`config.mk`:
```
export PLATFORM = sky130hd
export DESIGN_NAME = serial_subtractor_flat
export DESIGN_NICKNAME = d
export VERILOG_FILES = /design/src/rtl/serial_subtractor_if.sv /design/src/rtl/serial_subtractor.sv /design/src/flat_wrapper.sv
export SDC_FILE = /design/constraint.sdc
export NUM_CORES = 1
export LEC_CHECK = 0
export BUFFER_PORTS_ARGS = -buffer_cell sky130_fd_sc_hd__buf_4
export CAP_MARGIN = 20
export CORE_MARGIN = 4
export CORE_UTILIZATION = 26
export CTS_CLUSTER_DIAMETER = 60
export DETAILED_ROUTE_END_ITERATION = 7
export PLACE_DENSITY = 0.53
export SYNTH_ARGS = -nofsm -noshare
export SYNTH_HDL_FRONTEND = slang
export SYNTH_SLANG_ARGS = --single-unit
```
`constraint.sdc`:
```
create_clock -name clk -period 1.35 [get_ports clk]
set_input_delay 0.2025 -clock clk [delete_from_list [all_inputs] [get_ports clk]]
set_output_delay 0.2025 -clock clk [all_outputs]
set_load 0.05 [all_outputs]
```
`src/rtl/serial_subtractor_if.sv`:
```
// Handshake bundle for serial_subtractor: operand input channel and result output channel.
// The master side (producer/consumer) drives inputs; the slave side is the subtractor.
interface serial_subtractor_if #(
    parameter int WIDTH = 4
);
    logic             in_valid;
    logic             in_ready;
    logic [WIDTH:0]   sum;
    logic [WIDTH-1:0] a;
    logic             out_valid;
    logic             out_ready;
    logic [WIDTH-1:0] b;
    logic             err;

    modport master (
        output in_valid, sum, a, out_ready,
        input  in_ready, out_valid, b, err
    );

    modport slave (
        input  in_valid, sum, a, out_ready,
        output in_ready, out_valid, b, err
    );
endinterface

```
`src/rtl/serial_subtractor.sv`:
```
// Bit-serial subtractor recovering b = sum - a, one difference bit per clock, LSB first.
// Optional macro SERIAL_SUB_SATURATE_EN clamps b to 0 / all-ones when the result overflows.
module serial_subtractor #(
    parameter int WIDTH = 4
) (
    input  logic                 clk,
    input  logic                 rst,
    serial_subtractor_if.slave   bus,
    output logic [1:0]           dbg_state
);
    // Handshake: a transfer happens on a rising edge where valid && ready are both high.
    // in_ready and out_valid are pure functions of the state register, so neither
    // channel has a combinational path from the opposite side.
    localparam int CW = $clog2(WIDTH + 1);

    typedef enum logic [1:0] {
        IDLE = 2'd0,
        RUN  = 2'd1,
        DONE = 2'd2
    } state_t;

    state_t           state;
    state_t           state_nx;

    logic [WIDTH:0]   s_sr;
    logic [WIDTH:0]   a_sr;
    logic [WIDTH-1:0] d_sr;
    logic [CW-1:0]    cnt;
    logic             borrow;
    logic [WIDTH-1:0] b_q;
    logic             err_q;

    logic             s_bit;
    logic             a_bit;
    logic             d_bit;
    logic             borrow_nx;
    logic             last_bit;
    logic             accept;
    logic [WIDTH-1:0] b_final;
    logic             err_final;

    // ---------------- state register ----------------
    always_ff @(posedge clk or posedge rst) begin
        if (rst) begin
            state <= IDLE;
        end else begin
            state <= state_nx;
        end
    end

    // ---------------- next-state logic ----------------
    always_comb begin
        state_nx = state;
        case (state)
            IDLE: begin
                if (bus.in_valid) begin
                    state_nx = RUN;
                end
            end
            RUN: begin
                if (last_bit) begin
                    state_nx = DONE;
                end
            end
            DONE: begin
                if (bus.out_ready) begin
                    state_nx = IDLE;
                end
            end
            default: state_nx = IDLE;
        endcase
    end

    // ---------------- one serial bit of the subtraction ----------------
    always_comb begin
        s_bit     = s_sr[0];
        a_bit     = a_sr[0];
        d_bit     = s_bit ^ a_bit ^ borrow;
        borrow_nx = (~s_bit & a_bit) | (~(s_bit ^ a_bit) & borrow);
        last_bit  = (cnt == CW'(WIDTH));
        accept    = bus.in_valid && (state == IDLE);
        err_final = borrow_nx | d_bit;
`ifdef SERIAL_SUB_SATURATE_EN
        if (borrow_nx) begin
            b_final = '0;
        end else if (d_bit) begin
            b_final = '1;
        end else begin
            b_final = d_sr;
        end
`else
        b_final = d_sr;
`endif
    end

    // ---------------- datapath registers ----------------
    // d_sr collects bits 0..WIDTH-1; bit WIDTH only feeds err, so it is never stored.
    always_ff @(posedge clk or posedge rst) begin
        if (rst) begin
            s_sr   <= '0;
            a_sr   <= '0;
            d_sr   <= '0;
            cnt    <= '0;
            borrow <= 1'b0;
            b_q    <= '0;
            err_q  <= 1'b0;
        end else begin
            case (state)
                IDLE: begin
                    if (accept) begin
                        s_sr   <= bus.sum;
                        a_sr   <= {1'b0, bus.a};
                        d_sr   <= '0;
                        cnt    <= '0;
                        borrow <= 1'b0;
                    end
                end
                RUN: begin
                    s_sr   <= s_sr >> 1;
                    a_sr   <= a_sr >> 1;
                    borrow <= borrow_nx;
                    cnt    <= cnt + CW'(1);
                    if (last_bit) begin
                        b_q   <= b_final;
                        err_q <= err_final;
                    end else begin
                        d_sr <= WIDTH'({d_bit, d_sr} >> 1);
                    end
                end
                default: begin
                end
            endcase
        end
    end

    assign bus.in_ready  = (state == IDLE);
    assign bus.out_valid = (state == DONE);
    assign bus.b         = b_q;
    assign bus.err       = err_q;
    assign dbg_state     = state;
endmodule

```
`src/flat_wrapper.sv`:
```
// flat-port wrapper written by rule: the top's interface ports become plain ports
module serial_subtractor_flat 
#(
    parameter int WIDTH = 4
)
  (clk, rst, dbg_state, bus_in_valid, bus_sum, bus_a, bus_out_ready, bus_in_ready, bus_out_valid, bus_b, bus_err);
  serial_subtractor_if #(.WIDTH(WIDTH)) bus_i ();
  input  logic clk;
  input  logic rst;
  output logic [1:0] dbg_state;
  input wire logic [$bits(bus_i.in_valid)-1:0] bus_in_valid;
  input wire logic [$bits(bus_i.sum)-1:0] bus_sum;
  input wire logic [$bits(bus_i.a)-1:0] bus_a;
  input wire logic [$bits(bus_i.out_ready)-1:0] bus_out_ready;
  output wire logic [$bits(bus_i.in_ready)-1:0] bus_in_ready;
  output wire logic [$bits(bus_i.out_valid)-1:0] bus_out_valid;
  output wire logic [$bits(bus_i.b)-1:0] bus_b;
  output wire logic [$bits(bus_i.err)-1:0] bus_err;
  assign bus_i.in_valid = bus_in_valid;
  assign bus_i.sum = bus_sum;
  assign bus_i.a = bus_a;
  assign bus_i.out_ready = bus_out_ready;
  assign bus_in_ready = bus_i.in_ready;
  assign bus_out_valid = bus_i.out_valid;
  assign bus_b = bus_i.b;
  assign bus_err = bus_i.err;
  serial_subtractor #(.WIDTH(WIDTH)) u_core (.clk(clk), .rst(rst), .bus(bus_i), .dbg_state(dbg_state));
endmodule
```
==> results of run 1 <==
-- per-stage QoR --
stage / cell area [µm²] / instances / hold WS (ns) / utilization, % / worst slack (ns)
6_report: 1510 / 173 / 0.119 / 37.5 / 0.0140
5_1_grt: 1510 / 173 / 0.107 / 37.5 / -0.0360
4_1_cts: 1460 / 170 / 0.111 / 36.3 / 0.00740
3_5_place_dp: 1330 / 161 / 0.288 / 32.9 / -0.0154
3_3_place_gp: 1330 / 161 / 0.274 / 32.9 / 0.0327
2_1_floorplan: 1110 / 90 / 0.217 / - / -0.0350
-- layout make-up --
class,instances,area (µm²)
flip-flops and latches,24,603
clock buffers,3,41.3
fillers,423,2520
repair buffers,34,293
well taps,50,62.6
clock inverters,1,30.0
inverters,7,30.0
multi-input cells,54,450
-- flip-flops by register name, indices dropped and copies added, names as in the netlist --
register	count
u_core.s_sr	5
u_core.b_final	4
u_core.cnt	3
u_core.borrow	1
u_core.a_sr	4
u_core.bus.b	4
u_core.bus.err	1
u_core.dbg_state	2
-- cells in the final DEF, fill, tap and decap left out, types with 2 or more instances in the layout --
master,netlist,routed
inv_1,7,6
mux2_2,5,5
a32o_1,2,2
a22oi_1,7,7
o21ai_0,10,10
clkbuf_8,0,3
nor2_1,3,2
dfrtp_1,24,22
nand2_1,9,9
buf_8,0,3
buf_4,2,29
dfrtp_2,0,2
a22o_1,7,7
-- worst max-delay path, stage by stage (launching register included) --
cell and delay (ns):
dfrtp_2 0.45, buf_12 0.14, nor2_4 0.12, buf_8 0.15
-- worst paths after layout --
| path | startpoint | endpoint | slack (ns) | cells after the start |
|---|---|---|---|---|
| worst min-delay path | bus_out_ready | u_core.dbg_state[1] | 0.12 | 2 |
| min in group asynchronous | rst | u_core.b_final[2] | 0.54 | 4 |
| worst max-delay path | u_core.dbg_state[0] | bus_in_ready | 0.01 | 3 |
| worst min register to register | u_core.a_sr[1] | u_core.a_sr[1] | 0.50 | 2 |
| max in group asynchronous | rst | u_core.dbg_state[1] | 0.54 | 4 |
| worst max register to register | u_core.dbg_state[1] | u_core.b_final[0] | 0.05 | 4 |
-- cell families after synthesis --
family	Yosys count	share of synthesized area, %
buf+inv	12	5.77
fa+ha+maj	3	4.16
compound gates	29	20.8
flops	24	55.4
mux	5	5.20
simple gates	17	8.66
-- repair_timing --
action / in CTS / in global routing
resized for setup: 4 / 5
hold endpoints to repair: 14 / 0
pin swaps: 0 / 3
hold buffers: 1 / 0
setup endpoints to repair: 6 / 13
setup buffers: 4 / 3
-- per-layer routing --
metal | vias to the layer above | wire length, µm | GRT usage, %
met2 | 27 | 1040 | 15.9
met3 | 2 | 179 | 3.46
met4 | 0 | 8 | 1.02
li1 | 383 | - | -
met5 | - | 0 | 0
met1 | 395 | 1070 | 12.8
-- power breakdown --
group	internal, W	leakage, nW	switching [W]
sequential	0.00102	0.308	0.000206
combinational	0.000911	0.368	0.00106
clock	0.000396	0.0357	0.000236
==> run_results.csv, run 1 <==
group,metric,value,unit
floorplanning,pin_count,22,
synthesis,yosysWarnings,0,
detailed_routing,routed_wl,2.30,mm
critical_path,crit_path_end_kind,"primary output",
layout,fin_nets,140,
pwr,ir_drop,1530,µV
detailed_routing,drt_iter0_markers,69,
placement,hpwlAfterDp,1.65,mm
sta,final_max_slew_viol_count,0,
floorplanning,core,4030,µm²
grt,grt_max_degree,25,
critical_path,critPathKind,"flop to primary output",
detailed_routing,drcViolationCount,0,
clock_tree,clk_pin_slew,0.09,ns
hold_path,hold_path.class,"input pin to flop",
detailed_routing,wl_per_cell,13.3,µm
clock_tree,cts_sinks,24,
sta,setup_violations,0,
synthesis,avgSynthCellArea,12.0,µm²
clock_tree,h-tree-depth,1,
synthesis,ys_types,21,
floorplanning,initial_utilization,26.9,%
grt,gr-total-overflow,0,
clock_tree,cts_root_buf,"clkbuf_8",
sta,finalClockSkew,0.00458,ns
synthesis,yosysMostFrequentCell,"dfrtp_1",
synthesis,syn_area,1080,µm²
synthesis,ys_seq_area_share,55.4,%
sta,hold_viol,0,
critical_path,cp_max_fo,4,
clock_tree,clk_path_buf_depth,2,
clock_tree,cts_tree,"done",
synthesis,yosysTopAreaCell,"dfrtp_1",
critical_path,cp.required,1.15,ns
layout,drive_gt1_share,42.3,%
run,maxCapViolCount,0,
floorplanning,dieArea,5260,µm²
sta,worst_slew_pin_slew,0.332,ns
synthesis,synthFlopType,"dfrtp_1",
placement,gp_congestion,0.741,
floorplanning,die_x,72.6,µm
detailed_routing,dr.pass1.iters,4,
sta,period_needed,1.34,ns
layout,antenna_cells,0,
sta,fmax,0.748,GHz
grt,track_usage,9.73,%
synthesis,ys_ff_latch,24,
pwr,power_density,2530,nW/µm²
grt,first_global_vias,887,
placement,port_buffers,21,
synthesis,synth_common_cells,"24 x dfrtp_1, 10 x o21ai_0, 9 x nand2_1",
sta,rsz0062_at_grt,"yes",
pwr,power.total,0.00382,W
floorplanning,row_count,23,
detailed_routing,vias,807,
sta,tns,0,ns
clock_tree,cts-buffers-inserted,3,
layout,area_growth,39.4,%
floorplanning,dieHeight,72.6,µm
grt,grt_pass1_wl,4.05,mm
critical_path,worst_ep_arrival_time,1.13,ns
synthesis,synth_fp_nets,106,
sta,fin_crit_sh,99.0,%
clock_tree,clk_latency,0.27,ns
detailed_routing,viasPerCell,4.66,
sta,slew_headroom,77.9,%
synthesis,synth-edff-count,0,
synthesis,synthTopCellsByArea,"dfrtp_1 55%, a22o_1 5.7%, mux2_2 5.2%",
synthesis,synthCells,90,
grt,antenna_found_initial,0,
detailed_routing,postRouteAntennaNets,0,
pwr,total_leakage_power,0.712,nW
synthesis,async_reset_ff_share,100,%
synthesis,synth_top_area_share,55.4,%
critical_path,cp-start-kind,"flop",
outcome,status,"finished, final reports clean",
Power figures use the tool's default switching activity.
==> run 2, diff against run 1 <==
--- a/config.mk
+++ b/config.mk
@@ -7,11 +7,15 @@
 export LEC_CHECK = 0
 export BUFFER_PORTS_ARGS = -buffer_cell sky130_fd_sc_hd__buf_4
 export CAP_MARGIN = 20
+export CELL_PAD_IN_SITES_DETAIL_PLACEMENT = 0
+export CELL_PAD_IN_SITES_GLOBAL_PLACEMENT = 1
 export CORE_MARGIN = 4
 export CORE_UTILIZATION = 26
 export CTS_CLUSTER_DIAMETER = 60
 export DETAILED_ROUTE_END_ITERATION = 7
-export PLACE_DENSITY = 0.53
+export PLACE_DENSITY = 0.62
+export REMOVE_ABC_BUFFERS = 1
+export SKIP_CTS_REPAIR_TIMING = 1
 export SYNTH_ARGS = -nofsm -noshare
 export SYNTH_HDL_FRONTEND = slang
 export SYNTH_SLANG_ARGS = --single-unit
==> run_results.csv, run 2 (synthesized netlist as in run 1, its figures left out) <==
group,metric,value,unit
outcome,status,"complete, but fails checks",
outcome,violations,"negative hold slack, negative setup slack",
sta,worst_slew_pin_slew,0.309,ns
layout,fin_nets,138,
floorplanning,die_x,72.6,µm
pwr,power.total,0.00381,W
floorplanning,dieArea,5260,µm²
pwr,ir_drop,1240,µV
grt,grt_max_degree,25,
critical_path,critPathKind,"flop to primary output",
critical_path,worst_ep_arrival_time,1.16,ns
clock_tree,clk_pin_slew,0.09,ns
clock_tree,h-tree-depth,1,
detailed_routing,dr.pass1.iters,3,
placement,hpwlAfterDp,1.65,mm
detailed_routing,wl_per_cell,13.9,µm
sta,fin_crit_sh,101,%
detailed_routing,drcViolationCount,0,
sta,setup_violations,2,
critical_path,cp-start-kind,"flop",
layout,drive_gt1_share,43.0,%
detailed_routing,viasPerCell,4.50,
floorplanning,core,4030,µm²
clock_tree,cts_tree,"done",
sta,setup_ws,-0.0168,ns
layout,final_cell_mix,"28 x buf_4, 22 x dfrtp_1, 10 x o21ai_0",
sta,fmax,0.732,GHz
floorplanning,row_count,23,
placement,port_buffers,21,
detailed_routing,drt_iter0_markers,30,
sta,slew_headroom,79.4,%
sta,hold_slack,-0.0227,ns
grt,track_usage,10.1,%
pwr,power_density,2570,nW/µm²
grt,first_global_vias,856,
grt,gr-total-overflow,0,
layout,regMostFlops,"u_core.s_sr",
clock_tree,clk_path_buf_depth,2,
clock_tree,clk_latency,0.27,ns
placement,gp_congestion,0.705,
sta,hold_viol,24,
critical_path,crit_path_end_kind,"primary output",
layout,antenna_cells,0,
pwr,total_leakage_power,0.711,nW
clock_tree,cts_sinks,24,
critical_path,cp_max_fo,5,
sta,finalClockSkew,0.00568,ns
layout,final_common_cell,"buf_4",
floorplanning,initial_utilization,26.9,%
layout,largest_reg_flops,5,
critical_path,cp.required,1.15,ns
grt,antenna_found_initial,0,
clock_tree,cts_root_buf,"clkbuf_8",
run,maxCapViolCount,0,
floorplanning,dieHeight,72.6,µm
layout,nFillCells,425,
grt,grt_pass1_wl,4.18,mm
sta,final_max_slew_viol_count,0,
layout,stdcell_count,171,
detailed_routing,postRouteAntennaNets,0,
detailed_routing,vias,769,
layout,area_growth,36.6,%
floorplanning,pin_count,22,
detailed_routing,routed_wl,2.38,mm
clock_tree,cts-buffers-inserted,3,
sta,period_needed,1.37,ns
sta,rsz0062_at_grt,"yes",
hold_path,hold_path.class,"input pin to asynchronous set/reset pin",
placement,dp_cells,164,
-- run 2: stage by stage --
stage / setup TNS [ns] / area [µm²] / setup slack, ns / utilization, % / hold WS, ns
floorplan: -6.46 / 1050 / -0.553 / - / 0.217
global placement: 0 / 1330 / 0.0228 / 33.0 / 0.276
detailed placement: -0.0131 / 1330 / -0.0102 / 33.0 / 0.287
CTS: -0.857 / 1400 / -0.183 / 34.7 / -0.0125
global route: -0.213 / 1480 / -0.0795 / 36.7 / 0.0152
finish: -0.0270 / 1480 / -0.0168 / 36.7 / -0.0227
-- run 2: report_power, final --
group	total, W	switching, W	internal (W)
clock	0.000633	0.000237	0.000396
combinational	0.00193	0.00104	0.000886
sequential	0.00125	0.000233	0.00102
total	0.00381	0.00151	0.00230
-- run 2: worst paths after layout --
kind / cells past startpoint / end / slack [ns] / from
setup / recovery: 3 / bus_in_ready / -0.02 / u_core.dbg_state[1]
hold / removal: 3 / u_core.bus.b[2] / -0.02 / rst
setup reg to reg: 4 / u_core.b_final[3] / 0.05 / u_core.dbg_state[0]
hold reg to reg: 2 / u_core.bus.err / 0.48 / u_core.bus.err
max in group asynchronous: 3 / u_core.dbg_state[1] / 1.12 / rst
min in group clk: 2 / u_core.dbg_state[1] / 0.12 / bus_out_ready
-- run 2: metal layers --
layer | wire (µm) | part of all wire [%] | GRT usage, % | up-vias
met5 | 0 | 0 | 0 | -
met4 | 8 | 0.34 | 1.84 | 0
met3 | 136 | 5.7 | 3.46 | 2
met2 | 1130 | 48 | 16.1 | 21
met1 | 1100 | 46 | 13.3 | 365
li1 | - | - | - | 381
-- run 2: area by class of cell --
class,count,area [µm²],share of cell area (%)
Sequential cell,24,603,40.7
Clock buffer,3,41.3,2.79
Clock inverter,1,30.0,2.03
Multi-Input combinational cell,54,458,30.9
Inverter,7,26.3,1.78
Tap cell,50,62.6,4.23
Timing Repair Buffer,32,259,17.5
-- run 2: critical path, cell delays in order (launching register included) --
cell and delay [ns]:
dfrtp_2 0.45, buf_4 0.16, nor2_4 0.12, buf_8 0.16
==> run 3, diff against run 2 <==
--- a/config.mk
+++ b/config.mk
@@ -5,7 +5,6 @@
 export SDC_FILE = /design/constraint.sdc
 export NUM_CORES = 1
 export LEC_CHECK = 0
-export BUFFER_PORTS_ARGS = -buffer_cell sky130_fd_sc_hd__buf_4
 export CAP_MARGIN = 20
 export CELL_PAD_IN_SITES_DETAIL_PLACEMENT = 0
 export CELL_PAD_IN_SITES_GLOBAL_PLACEMENT = 1
@@ -13,9 +12,11 @@
 export CORE_UTILIZATION = 26
 export CTS_CLUSTER_DIAMETER = 60
 export DETAILED_ROUTE_END_ITERATION = 7
-export PLACE_DENSITY = 0.62
+export DONT_BUFFER_PORTS = 1
+export PLACE_DENSITY_LB_ADDON = 0.1
 export REMOVE_ABC_BUFFERS = 1
 export SKIP_CTS_REPAIR_TIMING = 1
 export SYNTH_ARGS = -nofsm -noshare
 export SYNTH_HDL_FRONTEND = slang
 export SYNTH_SLANG_ARGS = --single-unit
+export TNS_END_PERCENT = 20
==> run_results.csv, run 3 (synthesized netlist as in run 1, its figures left out) <==
group,metric,value,unit
outcome,status,"complete, but fails checks",
outcome,violations,"negative setup slack",
floorplanning,core,4030,µm²
critical_path,cp_max_fo,6,
layout,stdcell_area,1370,µm²
pwr,p_seq_share,36.2,%
sta,setup_violations,1,
pwr,combinationalPowerShare,50.0,%
floorplanning,pin_count,22,
sta,hold_viol,0,
detailed_routing,wl_per_cell,14.3,µm
placement,placed_area,1250,µm²
layout,final_cell_mix,"22 x dfrtp_1, 12 x buf_4, 9 x nand2_1, 9 x o21ai_0",
sta,hold_slack,0.0413,ns
sta,finalClockSkew,0.00254,ns
sta,slew_headroom,68.7,%
detailed_routing,routed_wl,2.26,mm
grt,first_global_vias,826,
clock_tree,cts_tree,"done",
pwr,p_clk_share,13.8,%
sta,setup_ws,-0.0360,ns
pwr,netSwitchingPower,0.00145,W
hold_path,hold_path.class,"input pin to flop",
grt,grt_pass1_wl,3.97,mm
critical_path,r2r_setup_slack,0.06,ns
layout,antenna_cells,0,
grt,grt_max_degree,25,
placement,dp_cells,151,
critical_path,cp.required,1.15,ns
detailed_routing,vias,741,
critical_path,worst_ep_arrival_time,1.18,ns
clock_tree,clk_path_buf_depth,2,
clock_tree,clk_latency,0.26,ns
placement,gp_congestion,0.665,
critical_path,critPathKind,"flop to primary output",
clock_tree,cts_sinks,24,
placement,port_buffers,0,
layout,nFillCells,415,
pwr,ir_drop,964,µV
layout,fin_nets,125,
detailed_routing,dr.pass1.iters,4,
placement,hpwlAfterDp,1.59,mm
layout,area_growth,26.6,%
clock_tree,cts-buffers-inserted,3,
sta,fin_crit_sh,103,%
sta,worst_slew_pin_slew,0.469,ns
floorplanning,dieArea,5260,µm²
layout,final_common_cell,"dfrtp_1",
clock_tree,clk_pin_slew,0.09,ns
sta,rsz0062_at_grt,"yes",
detailed_routing,viasPerCell,4.69,
clock_tree,cts_root_buf,"clkbuf_8",
sta,period_needed,1.39,ns
detailed_routing,postRouteAntennaNets,0,
sta,final_max_slew_viol_count,0,
pwr,swShare,40.7,%
critical_path,cpPeakStageDelay,0.46,ns
layout,seqCellArea,603,µm²
run,maxCapViolCount,0,
layout,stdcell_count,158,
layout,largest_reg_flops,5,
pwr,internal_power,0.00211,W
critical_path,crit_path_end_kind,"primary output",
critical_path,cp-endpoint,"bus_out_valid",
detailed_routing,drt_iter0_markers,15,
floorplanning,die_x,72.6,µm
layout,drive_gt1_share,34.3,%
clock_tree,h-tree-depth,1,
floorplanning,row_count,23,
detailed_routing,drcViolationCount,0,
critical_path,cp-start-kind,"flop",
grt,antenna_found_initial,0,
layout,regMostFlops,"u_core.s_sr",
pwr,power_density,2600,nW/µm²
critical_path,r2r_start,"u_core.borrow",
pwr,total_leakage_power,0.636,nW
sta,fmax,0.721,GHz
grt,track_usage,9.70,%
critical_path,r2r_cells,3,
critical_path,path_cells,"buf_6 -> nand2b_4 -> inv_2 -> buf_12",
critical_path,crit_start,"u_core.dbg_state[0]",
layout,multi_input_area,445,µm²
layout,final_util,34.0,%
critical_path,slowest_stage,"dfrtp_2",
critical_path,r2r_end,"u_core.b_final[3]",
grt,gr-total-overflow,0,
floorplanning,initial_utilization,26.9,%
floorplanning,dieHeight,72.6,µm
run 3: changes by cell type in the layout (fill, tap and decap cells not counted), sizes merged:
cell,before,now
bufinv,1,0
buf,32,18
clkbuf,3,4
dlygate4sd3,0,1
run 3: cell type report:
type | instances | area share (%)
inverter | 7 | 1.92
clock buffer | 4 | 4.01
timing repair buffer | 19 | 13.0
multi-input combinational | 54 | 32.5
sequential | 24 | 44.0
tap | 50 | 4.56
run 3: worst max-delay path: cells and delay by family (launching register included):
kind	cells	cell delay, ns
flip-flops	1	0.46
buffers and inverters	3	0.33
AND/OR/NAND/NOR	1	0.13
run 3: worst min path at each step:
stage	cells past startpoint	endpoint	startpoint
floorplan	1	u_core.a_sr[0]	rst
global placement	2	u_core.bus.b[3]	rst
detailed placement	2	u_core.bus.b[3]	rst
CTS	2	u_core.bus.b[3]	rst
global route	1	u_core.dbg_state[1]	bus_out_ready
finish	1	u_core.dbg_state[1]	bus_out_ready
run 3: routing by layer:
metal | GRT usage, % | vias up | routed length, µm | part of all wire, %
met1 | 11.8 | 363 | 998 | 44
met3 | 4.02 | 2 | 139 | 6.2
met5 | 0 | - | 0 | 0
met4 | 1.84 | 0 | 13 | 0.58
li1 | - | 355 | - | -
met2 | 16.2 | 21 | 1110 | 49
run 3: metrics by stage:
| stage | worst slack, ns | power (W) | TNS, ns |
|---|---|---|---|
| finish | -0.0360 | 0.00357 | -0.0360 |
| global route | -0.0962 | 0.00384 | -0.174 |
| CTS | -0.265 | 0.00351 | -0.996 |
| detailed placement | -0.0694 | 0.00299 | -0.212 |
| global placement | 0.0162 | 0.00298 | 0 |
| floorplan | -0.553 | 0.00238 | -6.46 |
run 3: power by group through the flow:
stage / clock network [W] / logic [W] / registers (W)
global route: 0.000557 / 0.00194 / 0.00134
global placement: 0 / 0.00166 / 0.00132
finish: 0.000491 / 0.00178 / 0.00129
CTS: 0.000527 / 0.00167 / 0.00131
detailed placement: 0 / 0.00167 / 0.00132
floorplan: 0 / 0.000829 / 0.00155
